## config.mk

```make
export PLATFORM = sky130hd
export DESIGN_NAME = uart_buffered_flat
export DESIGN_NICKNAME = d
export VERILOG_FILES = /design/src/rtl/uart_buffered_if.sv /design/src/rtl/uart_buffered.sv /design/src/flat_wrapper.sv
export SDC_FILE = /design/constraint.sdc
export NUM_CORES = 1
export LEC_CHECK = 0
export BUFFER_PORTS_ARGS = -buffer_cell sky130_fd_sc_hd__buf_2
export CAP_MARGIN = 20
export CORE_ASPECT_RATIO = 0.6
export CORE_MARGIN = 2
export CORE_UTILIZATION = 25
export DETAILED_ROUTE_END_ITERATION = 8
export GPL_TIMING_DRIVEN = 0
export PLACE_DENSITY_LB_ADDON = 0.12
export RECOVER_POWER = 50
export SETUP_SLACK_MARGIN = 0.3
export SYNTH_ARGS = -nofsm -noshare
export SYNTH_HDL_FRONTEND = slang
export SYNTH_SLANG_ARGS = --single-unit
export TNS_END_PERCENT = 30
```

## constraint.sdc

```tcl
create_clock -name raw_clk -period 3.6 [get_ports raw_clk]
set_input_delay 0.72 -clock raw_clk [delete_from_list [all_inputs] [get_ports raw_clk]]
set_output_delay 0.72 -clock raw_clk [all_outputs]
set_load 0.01 [all_outputs]
```

## src/rtl/uart_buffered_if.sv

```systemverilog
// uart_buffered_if: host-side TX/RX buffer signals and the serial pins of uart_buffered.
interface uart_buffered_if #(parameter int DATA_BITS = 8);
    logic [DATA_BITS-1:0] tx_data;
    logic                 tx_strobe;
    logic                 tx_full;
    logic                 tx_busy;
    logic                 tx_pin;
    logic                 rx_pin;
    logic [DATA_BITS-1:0] rx_data;
    logic                 rx_ready;
    logic                 rx_ready_clear;
    logic                 rx_overflow;
    logic                 rx_frame_error;
    logic                 rx_parity_error;
    logic                 error_clear;
    modport master (
        output tx_data, tx_strobe, rx_pin, rx_ready_clear, error_clear,
        input  tx_full, tx_busy, tx_pin, rx_data, rx_ready, rx_overflow, rx_frame_error, rx_parity_error
    );
    modport slave (
        input  tx_data, tx_strobe, rx_pin, rx_ready_clear, error_clear,
        output tx_full, tx_busy, tx_pin, rx_data, rx_ready, rx_overflow, rx_frame_error, rx_parity_error
    );
endinterface

```

## src/rtl/uart_buffered.sv

```systemverilog
// uart_buffered: UART with TX/RX FIFOs, 8N1-style framing, sticky error flags.
// Define UART_PARITY_EN to add an even-parity bit in both directions.
module uart_buffered #(
    parameter int CLK_DIV   = 1250,
    parameter int DATA_BITS = 8,
    parameter int TX_DEPTH  = 16,
    parameter int RX_DEPTH  = 16
) (
    input logic            raw_clk,
    input logic            reset,
    uart_buffered_if.slave bus
);
    localparam int DW = $clog2(CLK_DIV);
    localparam int TA = $clog2(TX_DEPTH);
    localparam int RA = $clog2(RX_DEPTH);
`ifdef UART_PARITY_EN
    localparam int SW = DATA_BITS + 1;
`else
    localparam int SW = DATA_BITS;
`endif
    localparam logic [DW-1:0] BIT_END  = DW'(CLK_DIV - 1);
    localparam logic [DW-1:0] HALF_END = DW'(CLK_DIV / 2 - 1);
    localparam logic [2:0]    LAST_BIT = 3'(DATA_BITS - 1);

    typedef enum logic [2:0] {
        IDLE,
        START,
        DATA,
`ifdef UART_PARITY_EN
        PARITY,
`endif
        STOP
    } state_t;

`ifdef UART_PARITY_EN
    localparam state_t AFTER_DATA = PARITY;
`else
    localparam state_t AFTER_DATA = STOP;
`endif

    logic [DATA_BITS-1:0] tx_mem_q [TX_DEPTH];
    logic [TA:0]          tx_wp_q, tx_rp_q;
    logic                 tx_empty, tx_full, tx_push, tx_pop;
    logic [DATA_BITS-1:0] tx_head;
    logic [SW-1:0]        tx_load, tx_sh_q, tx_sh_d;
    state_t               tx_state_q, tx_state_d;
    logic [DW-1:0]        tx_div_q, tx_div_d;
    logic [2:0]           tx_bit_q, tx_bit_d;
    logic                 tx_pin_q, tx_pin_d;

    assign tx_empty = tx_wp_q == tx_rp_q;
    assign tx_full  = (tx_wp_q[TA] != tx_rp_q[TA]) && (tx_wp_q[TA-1:0] == tx_rp_q[TA-1:0]);
    assign tx_push  = bus.tx_strobe && !tx_full;
    assign tx_head  = tx_mem_q[tx_rp_q[TA-1:0]];
`ifdef UART_PARITY_EN
    assign tx_load  = {^tx_head, tx_head};
`else
    assign tx_load  = tx_head;
`endif

    always_ff @(posedge raw_clk) begin
        if (tx_push) tx_mem_q[tx_wp_q[TA-1:0]] <= bus.tx_data;
    end

    // The stop bit hands straight over to the next start bit when more words are queued.
    always_comb begin
        tx_state_d = tx_state_q;
        tx_div_d   = tx_div_q + DW'(1);
        tx_bit_d   = tx_bit_q;
        tx_sh_d    = tx_sh_q;
        tx_pin_d   = 1'b1;
        tx_pop     = 1'b0;
        case (tx_state_q)
            IDLE: begin
                tx_div_d = '0;
                if (!tx_empty) begin
                    tx_state_d = START;
                    tx_pop     = 1'b1;
                    tx_sh_d    = tx_load;
                end
            end
            START: begin
                tx_pin_d = 1'b0;
                if (tx_div_q == BIT_END) begin
                    tx_div_d   = '0;
                    tx_bit_d   = '0;
                    tx_state_d = DATA;
                end
            end
            DATA: begin
                tx_pin_d = tx_sh_q[0];
                if (tx_div_q == BIT_END) begin
                    tx_div_d   = '0;
                    tx_sh_d    = tx_sh_q >> 1;
                    tx_bit_d   = tx_bit_q + 3'd1;
                    tx_state_d = (tx_bit_q == LAST_BIT) ? AFTER_DATA : DATA;
                end
            end
`ifdef UART_PARITY_EN
            PARITY: begin
                tx_pin_d = tx_sh_q[0];
                if (tx_div_q == BIT_END) begin
                    tx_div_d   = '0;
                    tx_state_d = STOP;
                end
            end
`endif
            STOP: begin
                if (tx_div_q == BIT_END) begin
                    tx_div_d   = '0;
                    tx_state_d = tx_empty ? IDLE : START;
                    tx_pop     = !tx_empty;
                    tx_sh_d    = tx_empty ? tx_sh_q : tx_load;
                end
            end
            default: tx_state_d = IDLE;
        endcase
    end

    logic [DATA_BITS-1:0] rx_mem_q [RX_DEPTH];
    logic [RA:0]          rx_wp_q, rx_rp_q;
    logic                 rx_empty, rx_full, rx_pop, rx_wr;
    logic [1:0]           rx_sync_q;
    logic                 rx_s;
    state_t               rx_state_q, rx_state_d;
    logic [DW-1:0]        rx_div_q, rx_div_d;
    logic [2:0]           rx_bit_q, rx_bit_d;
    logic [DATA_BITS-1:0] rx_sh_q, rx_sh_d;
    logic                 rx_push, fe_set, pe_set;
    logic                 ovf_q, fe_q, pe_q;
`ifdef UART_PARITY_EN
    logic                 rx_pb_q, rx_pb_d;
`endif

    assign rx_s     = rx_sync_q[1];
    assign rx_empty = rx_wp_q == rx_rp_q;
    assign rx_full  = (rx_wp_q[RA] != rx_rp_q[RA]) && (rx_wp_q[RA-1:0] == rx_rp_q[RA-1:0]);
    assign rx_pop   = bus.rx_ready_clear && !rx_empty;
    assign rx_wr    = rx_push && (!rx_full || rx_pop);

    always_ff @(posedge raw_clk) begin
        if (rx_wr) rx_mem_q[rx_wp_q[RA-1:0]] <= rx_sh_q;
    end

    // Sampling points sit mid-bit: half a bit after the start edge, then whole bits.
    always_comb begin
        rx_state_d = rx_state_q;
        rx_div_d   = rx_div_q + DW'(1);
        rx_bit_d   = rx_bit_q;
        rx_sh_d    = rx_sh_q;
        rx_push    = 1'b0;
        fe_set     = 1'b0;
        pe_set     = 1'b0;
`ifdef UART_PARITY_EN
        rx_pb_d    = rx_pb_q;
`endif
        case (rx_state_q)
            IDLE: begin
                rx_div_d   = '0;
                rx_state_d = rx_s ? IDLE : START;
            end
            START: begin
                if (rx_div_q == HALF_END) begin
                    rx_div_d   = '0;
                    rx_bit_d   = '0;
                    rx_state_d = rx_s ? IDLE : DATA;
                end
            end
            DATA: begin
                if (rx_div_q == BIT_END) begin
                    rx_div_d   = '0;
                    rx_sh_d    = {rx_s, rx_sh_q[DATA_BITS-1:1]};
                    rx_bit_d   = rx_bit_q + 3'd1;
                    rx_state_d = (rx_bit_q == LAST_BIT) ? AFTER_DATA : DATA;
                end
            end
`ifdef UART_PARITY_EN
            PARITY: begin
                if (rx_div_q == BIT_END) begin
                    rx_div_d   = '0;
                    rx_pb_d    = rx_s;
                    rx_state_d = STOP;
                end
            end
`endif
            STOP: begin
                if (rx_div_q == BIT_END) begin
                    rx_div_d   = '0;
                    rx_state_d = IDLE;
                    fe_set     = !rx_s;
`ifdef UART_PARITY_EN
                    pe_set     = rx_s && ((^rx_sh_q) != rx_pb_q);
`endif
                    rx_push    = rx_s && !pe_set;
                end
            end
            default: rx_state_d = IDLE;
        endcase
    end

    always_ff @(posedge raw_clk or posedge reset) begin
        if (reset) begin
            tx_wp_q    <= '0;
            tx_rp_q    <= '0;
            tx_state_q <= IDLE;
            tx_div_q   <= '0;
            tx_bit_q   <= '0;
            tx_sh_q    <= '0;
            tx_pin_q   <= 1'b1;
            rx_wp_q    <= '0;
            rx_rp_q    <= '0;
            rx_sync_q  <= 2'b11;
            rx_state_q <= IDLE;
            rx_div_q   <= '0;
            rx_bit_q   <= '0;
            rx_sh_q    <= '0;
            ovf_q      <= 1'b0;
            fe_q       <= 1'b0;
            pe_q       <= 1'b0;
`ifdef UART_PARITY_EN
            rx_pb_q    <= 1'b0;
`endif
        end else begin
            tx_wp_q    <= tx_wp_q + (TA+1)'(tx_push);
            tx_rp_q    <= tx_rp_q + (TA+1)'(tx_pop);
            tx_state_q <= tx_state_d;
            tx_div_q   <= tx_div_d;
            tx_bit_q   <= tx_bit_d;
            tx_sh_q    <= tx_sh_d;
            tx_pin_q   <= tx_pin_d;
            rx_wp_q    <= rx_wp_q + (RA+1)'(rx_wr);
            rx_rp_q    <= rx_rp_q + (RA+1)'(rx_pop);
            rx_sync_q  <= {rx_sync_q[0], bus.rx_pin};
            rx_state_q <= rx_state_d;
            rx_div_q   <= rx_div_d;
            rx_bit_q   <= rx_bit_d;
            rx_sh_q    <= rx_sh_d;
            ovf_q      <= (rx_push && rx_full && !rx_pop) || (ovf_q && !bus.error_clear);
            fe_q       <= fe_set || (fe_q && !bus.error_clear);
            pe_q       <= pe_set || (pe_q && !bus.error_clear);
`ifdef UART_PARITY_EN
            rx_pb_q    <= rx_pb_d;
`endif
        end
    end

    assign bus.tx_full         = tx_full;
    assign bus.tx_busy         = !tx_empty || (tx_state_q != IDLE);
    assign bus.tx_pin          = tx_pin_q;
    assign bus.rx_data         = rx_empty ? '0 : rx_mem_q[rx_rp_q[RA-1:0]];
    assign bus.rx_ready        = !rx_empty;
    assign bus.rx_overflow     = ovf_q;
    assign bus.rx_frame_error  = fe_q;
    assign bus.rx_parity_error = pe_q;
endmodule

```

## src/flat_wrapper.sv

```systemverilog
// flat-port wrapper written by rule: the top's interface ports become plain ports
module uart_buffered_flat 
#(
    parameter int CLK_DIV   = 1250,
    parameter int DATA_BITS = 8,
    parameter int TX_DEPTH  = 16,
    parameter int RX_DEPTH  = 16
)
  (raw_clk, reset, bus_tx_data, bus_tx_strobe, bus_rx_pin, bus_rx_ready_clear, bus_error_clear, bus_tx_full, bus_tx_busy, bus_tx_pin, bus_rx_data, bus_rx_ready, bus_rx_overflow, bus_rx_frame_error, bus_rx_parity_error);
  uart_buffered_if #(.DATA_BITS(DATA_BITS)) bus_i ();
  input logic raw_clk;
  input logic reset;
  input wire logic [$bits(bus_i.tx_data)-1:0] bus_tx_data;
  input wire logic [$bits(bus_i.tx_strobe)-1:0] bus_tx_strobe;
  input wire logic [$bits(bus_i.rx_pin)-1:0] bus_rx_pin;
  input wire logic [$bits(bus_i.rx_ready_clear)-1:0] bus_rx_ready_clear;
  input wire logic [$bits(bus_i.error_clear)-1:0] bus_error_clear;
  output wire logic [$bits(bus_i.tx_full)-1:0] bus_tx_full;
  output wire logic [$bits(bus_i.tx_busy)-1:0] bus_tx_busy;
  output wire logic [$bits(bus_i.tx_pin)-1:0] bus_tx_pin;
  output wire logic [$bits(bus_i.rx_data)-1:0] bus_rx_data;
  output wire logic [$bits(bus_i.rx_ready)-1:0] bus_rx_ready;
  output wire logic [$bits(bus_i.rx_overflow)-1:0] bus_rx_overflow;
  output wire logic [$bits(bus_i.rx_frame_error)-1:0] bus_rx_frame_error;
  output wire logic [$bits(bus_i.rx_parity_error)-1:0] bus_rx_parity_error;
  assign bus_i.tx_data = bus_tx_data;
  assign bus_i.tx_strobe = bus_tx_strobe;
  assign bus_i.rx_pin = bus_rx_pin;
  assign bus_i.rx_ready_clear = bus_rx_ready_clear;
  assign bus_i.error_clear = bus_error_clear;
  assign bus_tx_full = bus_i.tx_full;
  assign bus_tx_busy = bus_i.tx_busy;
  assign bus_tx_pin = bus_i.tx_pin;
  assign bus_rx_data = bus_i.rx_data;
  assign bus_rx_ready = bus_i.rx_ready;
  assign bus_rx_overflow = bus_i.rx_overflow;
  assign bus_rx_frame_error = bus_i.rx_frame_error;
  assign bus_rx_parity_error = bus_i.rx_parity_error;
  uart_buffered #(.CLK_DIV(CLK_DIV), .DATA_BITS(DATA_BITS), .TX_DEPTH(TX_DEPTH), .RX_DEPTH(RX_DEPTH)) u_core (.raw_clk(raw_clk), .reset(reset), .bus(bus_i));
endmodule
```

# After elaboration in Yosys (flattened, before gate mapping)
# Memory sizes are Yosys's and may differ from the RTL's.
# Index checks and enable logic that the tools add are counted.
[totals] regBits=76 ram_bits=256 input_bits=14 wordCells=128 memories=2
[op_classes] addsub=8 n_eq_ne=24 n_mux=42 n_reduce_logical=35
[mem_list] name="u_core.rx_mem_q" depth=16 word_bits=8 rd=1 rd_clocked_by_memory_dff=0 write_ports=1 line_no="uart_buffered.sv:120" source="logic [DATA_BITS-1:0] rx_mem_q [RX_DEPTH];"
[mem_list] name="u_core.tx_mem_q" depth=16 word_bits=8 rd=1 rd_clocked_by_memory_dff=0 write_ports=1 line_no="uart_buffered.sv:41" source="logic [DATA_BITS-1:0] tx_mem_q [TX_DEPTH];"
[ops] cell="2-to-1 mux 11 bit" n=3
[ops] cell="2-to-1 mux 3 bit" n=11
[ops] cell="case mux 11 bit (3 select lines)" n=1
[ops] cell="2-to-1 mux 8 bit" n=4
[ops] cell="case mux 3 bit (4 select lines)" n=2
[ops] cell="case mux 8 bit (3 select lines)" n=1
[ops] cell="adder 11 x 1 -> 11 bit, second input constant" n=2
[ops] cell="== test 11 bit, second input constant" n=2
[ops] cell="case mux 11 bit (2 select lines)" n=1
[ops] cell="adder 5 x 1 -> 5 bit" n=4
[ops] cell="2-to-1 mux 1 bit" n=14
[ops] cell="== test 3 x 2 -> 1 bit, second input constant" n=4
[ops] cell="inequality test 2 x 1 -> 1 bit, second input constant" n=6
[ops] cell="case mux 3 bit (2 select lines)" n=2
[ops] cell="AND reduction 3 bit" n=4
[ops] cell="== test 11 x 10 -> 1 bit, second input constant" n=1
[ops] cell="== test 5 bit" n=2
[ops] cell="logical AND 1 bit" n=10
[ops] cell="== test 4 bit" n=2
[ops] cell="zero test 1 bit" n=7
[ops] cell="adder 3 x 1 -> 3 bit, second input constant" n=2
[ops] cell="== test 3 x 1 -> 1 bit, second input constant" n=2
[ops] cell="== test 3 bit, second input constant" n=2
[ops] cell="zero test 3 bit" n=2
[ops] cell="other kinds (11)" n=18

# Depth between registers and ports, before layout
[logic_depth] word_depth=7 depth_mapped=11

# Worst setup path after synthesis
# No wires, ideal clock.
[synth_path] kind="register to register" from="register u_core.rx_div_q[3]" to="memory u_core.rx_mem_q[2][0] (enable)" arrival_ns=2.328 setup_slack_ns=0.878 path_stages_with_launch=6 period_less_slack_ns=2.722 cell_sequence="dfrtp_1 > or3_4 > nor4_4 > o21ai_1 > buf_2 > nor4_1"
[synth_between] elab_chain_cells=6
[synth_lines] element="start, declared" line_no="uart_buffered.sv:126" source="logic [DW-1:0] rx_div_q, rx_div_d;"
[synth_lines] element="start signal, assigned" line_no="uart_buffered.sv:235" source="rx_div_q <= rx_div_d;"
[synth_lines] element="== test 11 bit" line_no="uart_buffered.sv:187" source="if (rx_div_q == BIT_END) begin"
[synth_lines] element="2-to-1 mux 1 bit" line_no="uart_buffered.sv:187"
[synth_lines] element="2-to-1 mux 1 bit" line_no="uart_buffered.sv:157" source="case (rx_state_q)"
[synth_lines] element="logical AND 1 bit" line_no="uart_buffered.sv:139" source="assign rx_wr = rx_push && (!rx_full || rx_pop);"
[synth_lines] element="2-to-1 mux 1 bit" line_no="uart_buffered.sv:142" source="if (rx_wr) rx_mem_q[rx_wp_q[RA-1:0]] <= rx_sh_q;"
[synth_lines] element="2-to-1 mux 1 bit (implied by the code)" line_no="uart_buffered.sv:142"
[synth_lines] element="end, declared" line_no="uart_buffered.sv:120"
# No other way between the ends.

# Worst setup path after layout
[layout_path] from="register u_core.tx_rp_q[0]" to="output port bus_tx_busy"
[layout_between] elab_chain_cells=3
[layout_lines] element="start, declared" line_no="uart_buffered.sv:42" source="logic [TA:0] tx_wp_q, tx_rp_q;"
[layout_lines] element="start signal, assigned" line_no="uart_buffered.sv:225" source="tx_rp_q <= tx_rp_q + (TA+1)'(tx_pop);"
[layout_lines] element="== test 5 bit" line_no="uart_buffered.sv:51" source="assign tx_empty = tx_wp_q == tx_rp_q;"
[layout_lines] element="zero test 1 bit"
[layout_lines] element="logical OR 1 bit" line_no="uart_buffered.sv:248" source="assign bus.tx_busy = !tx_empty || (tx_state_q != IDLE);"
[layout_lines] element="end, declared" line_no="flat_wrapper.sv:19" source="output wire logic [$bits(bus_i.tx_busy)-1:0] bus_tx_busy;"
# No other way between the ends.

==> flow_metrics.tcl <==
set metrics [dict create \
    status "complete, but fails checks" \
    power_density_nw_per_um2 709.4 \
    clock_sinks 330 \
    holdBufCountCts 0 \
    skew_ns 0.02745 \
    ant_nets 0 \
    fillCellCount 5369 \
    hold_path_depth 1 \
    gp_congestion 0.7195 \
    hold_violations 0 \
    drive_gt1_share_pct 22.51 \
    wl_per_cell_um 21.55 \
    ir_drop_mv 0.2312 \
    pwr-share-comb_pct 28.4 \
    setup_tns_ns 0 \
    fin_crit_sh_pct 87.05 \
    total_leakage_power_nw 5.972 \
    place_worst_setup_slack_ns 0.4978 \
    die_h_um 186.0 \
    path_clk_slew_ns 0.06 \
    synth_edf_count 256 \
    die_w_um 307.4 \
    crit_arrival_ns 2.41 \
    io_pins 29 \
    ys_warn_count 0 \
    whs_ns 0.2893 \
    hold_class "input pin to flop" \
    cp-start-kind "flop" \
    cp_max_fo 10 \
    syn_area_per_cell_um2 16.88 \
    max_slew.worst_pin.slew_ns 1.800 \
    cap_viol_max_count 1 \
    final_max_slew_viol_count 37 \
    dr.pass1.iters 6 \
    antenna_found_initial 1 \
    synth.area.top_cells "edfxtp_1 56%, dfrtp_1 13%, mux4_2 8.0%" \
    ys_ff_latch 330 \
    h-tree-depth 2 \
    drt-initial-drc-count 661 \
    synth_common_cells "256 x edfxtp_1, 71 x dfrtp_1, 49 x mux4_2" \
    cts_buffers 37 \
    wl_um 35310 \
    r2r_cells 7 \
    clock_latency_ns 0.55 \
    grt_pass1_vias 7471 \
    dp_hpwl_um 24140 \
    grt_use_total_pct 12.48 \
    root_buffer "clkbuf_16" \
    seqPwrFrac_pct 39.7 \
    power.internal_mw 7.806 \
    grt_overflow 0 \
    ys_seq_area_share_pct 69.11 \
    synth_most_common_cell "edfxtp_1" \
    via_count 7497 \
    synth_area_um2 13810 \
    rsz0062_at_grt "no" \
    relSlewSlack_pct -20.65 \
    switching_power_mw 3.743 \
    critPathKind "flop to output pin" \
    synthToLayoutAreaGrowth_pct 17.90 \
    period_needed_ns 3.134 \
    fin_nets 938 \
    yosys.area.top_type "edfxtp_1" \
    pwr-share-clk_pct 31.9 \
    synth_cells 818 \
    setup_viol 0 \
    grt_max_degree 40 \
    grt_pass1_wl_um 51760 \
    violations "max-capacitance violations, max-slew violations" \
    drc 0 \
    setup_slack_ns 0.4662 \
    required_ns 2.88 \
    final_util_pct 29.96 \
    core_area_um2 54340 \
    die_area_um2 57190 \
    async_reset_ff_share_pct 22.42 \
    rows 66 \
    sw_frac_of_total_pct 32.41 \
    synth_ff_type "edfxtp_1" \
    fmax_ghz 0.3191 \
    port_buffers 28 \
    start_util_pct 25.41 \
    viasPerCell 4.574 \
    syn_nets 857 \
    end_kind "output pin" \
    clockBufferDepth 3 \
    yosys.area.top_type_share_pct 55.67 \
    cts_tree "built" \
    synth_cell_types 63 \
]
registers in the layout, indices dropped and copies added, names as in the netlist, 2 cells and up:
signal	flops
u_core.tx_bit_q	3
u_core.rx_mem_q	128
u_core.rx_sync_q	2
u_core.rx_sh_q	8
u_core.rx_div_q	11
u_core.rx_wp_q	5
u_core.tx_rp_q	5
u_core.rx_state_q	2
u_core.tx_wp_q	5
u_core.rx_bit_q	3
u_core.tx_sh_q	8
u_core.tx_mem_q	128
u_core.tx_state_q	2
u_core.rx_rp_q	5
u_core.tx_div_q	11
layer usage:
layer	global-route usage, %	share of wire, %
met1	21.08	57
met2	15.50	37
met3	2.493	4.2
met4	2.888	1.6
met5	0	0
area by class of cell:
type / count / area, um^2 / share of cell area, %
diodes: 1 / 2.502 / 0.01537
plain buffers: 41 / 270.3 / 1.660
clock buffers: 48 / 1008 / 6.194
clock inverters: 16 / 155.1 / 0.9530
inverters: 23 / 87.58 / 0.5380
multi-input cells: 424 / 4099 / 25.18
flip-flops and latches: 330 / 9543 / 58.62
well taps: 714 / 893.4 / 5.487
repair buffers: 42 / 221.5 / 1.360
cells in the final DEF (no fill, tap or decap), types with 6 or more instances in the layout:
cell,Yosys,layout
nor2b_1,13,13
buf_2,11,26
clkbuf_1,18,30
o2bb2ai_1,11,11
a221oi_1,7,7
nor4_2,0,7
inv_1,23,22
nor2_1,47,46
clkbuf_2,2,8
xnor2_1,29,28
mux4_2,49,49
buf_4,6,13
ha_1,25,25
mux2i_1,41,41
and3_1,8,8
edfxtp_1,256,256
nand2_1,14,14
mux2_2,10,10
xor2_1,12,12
dfrtp_1,71,71
o221ai_1,14,14
a211oi_1,24,19
clkinv_2,0,7
clkbuf_16,0,38
nor3_1,15,11
o2111ai_1,6,6
nand2b_1,17,17
nand3_1,20,20
power by group through the flow:
stage / clock [mW] / combinational, mW / sequential, mW
2_1_floorplan: 0 / 2.11 / 4.61
3_3_place_gp: 0 / 3.19 / 4.66
3_5_place_dp: 0 / 3.17 / 4.66
4_1_cts: 3.82 / 3.24 / 4.58
5_1_grt: 3.96 / 3.55 / 4.62
6_report: 3.69 / 3.28 / 4.58
final timing paths:
check | from | slack (ns) | endpoint
min | bus_rx_pin | 0.29 | u_core.rx_sync_q[0]
min reg2reg | u_core.rx_sync_q[0] | 0.36 | u_core.rx_sync_q[1]
min in group asynchronous | reset | 0.62 | u_core.tx_div_q[3]
max | u_core.tx_rp_q[0] | 0.47 | bus_tx_busy
max in group asynchronous | reset | 1.21 | u_core.bus.rx_parity_error
max reg2reg | u_core.tx_rp_q[0] | 0.66 | u_core.tx_mem_q[2][1]
worst max-delay path, cell delays in order (launching register included):
cell and delay (ns):
dfrtp_1 0.39, clkbuf_4 0.21, buf_6 0.19, xnor2_1 0.25, nand4_4 0.21, buf_2 0.24
nor2_1 0.13, nand2_1 0.10, buf_2 0.17
cell families (layout without fill, tap and decap cells):
logic type | after synthesis | after routing | synth area share [%]
flip-flops | 330 | 330 | 69.11
AND/OR/NAND/NOR | 173 | 173 | 7.104
multiplexers | 100 | 100 | 11.78
AO/OA/AOI/OAI | 85 | 85 | 5.065
buffers and inverters | 64 | 170 | 2.075
XOR/XNOR | 41 | 41 | 2.601
adder cells (fa/ha/maj) | 25 | 25 | 2.265
other | 0 | 1 | 0
through the flow:
stage          total power, mW  std cells  instance area [um^2]
2_1_floorplan            6.713        818                 13810
3_3_place_gp             7.849       1560                 14840
3_5_place_dp             7.828       1574                 15040
4_1_cts                  11.64       1638                 16260
5_1_grt                  12.12       1638                 16280
6_report                 11.55       1639                 16280
timing repair:
action,in CTS,in global routing
pin swaps,0,1
setup endpoints to repair,11,14
buffers inserted,0,0
resized for setup,17,24
No activity file was read; power rests on OpenSTA's default activity.
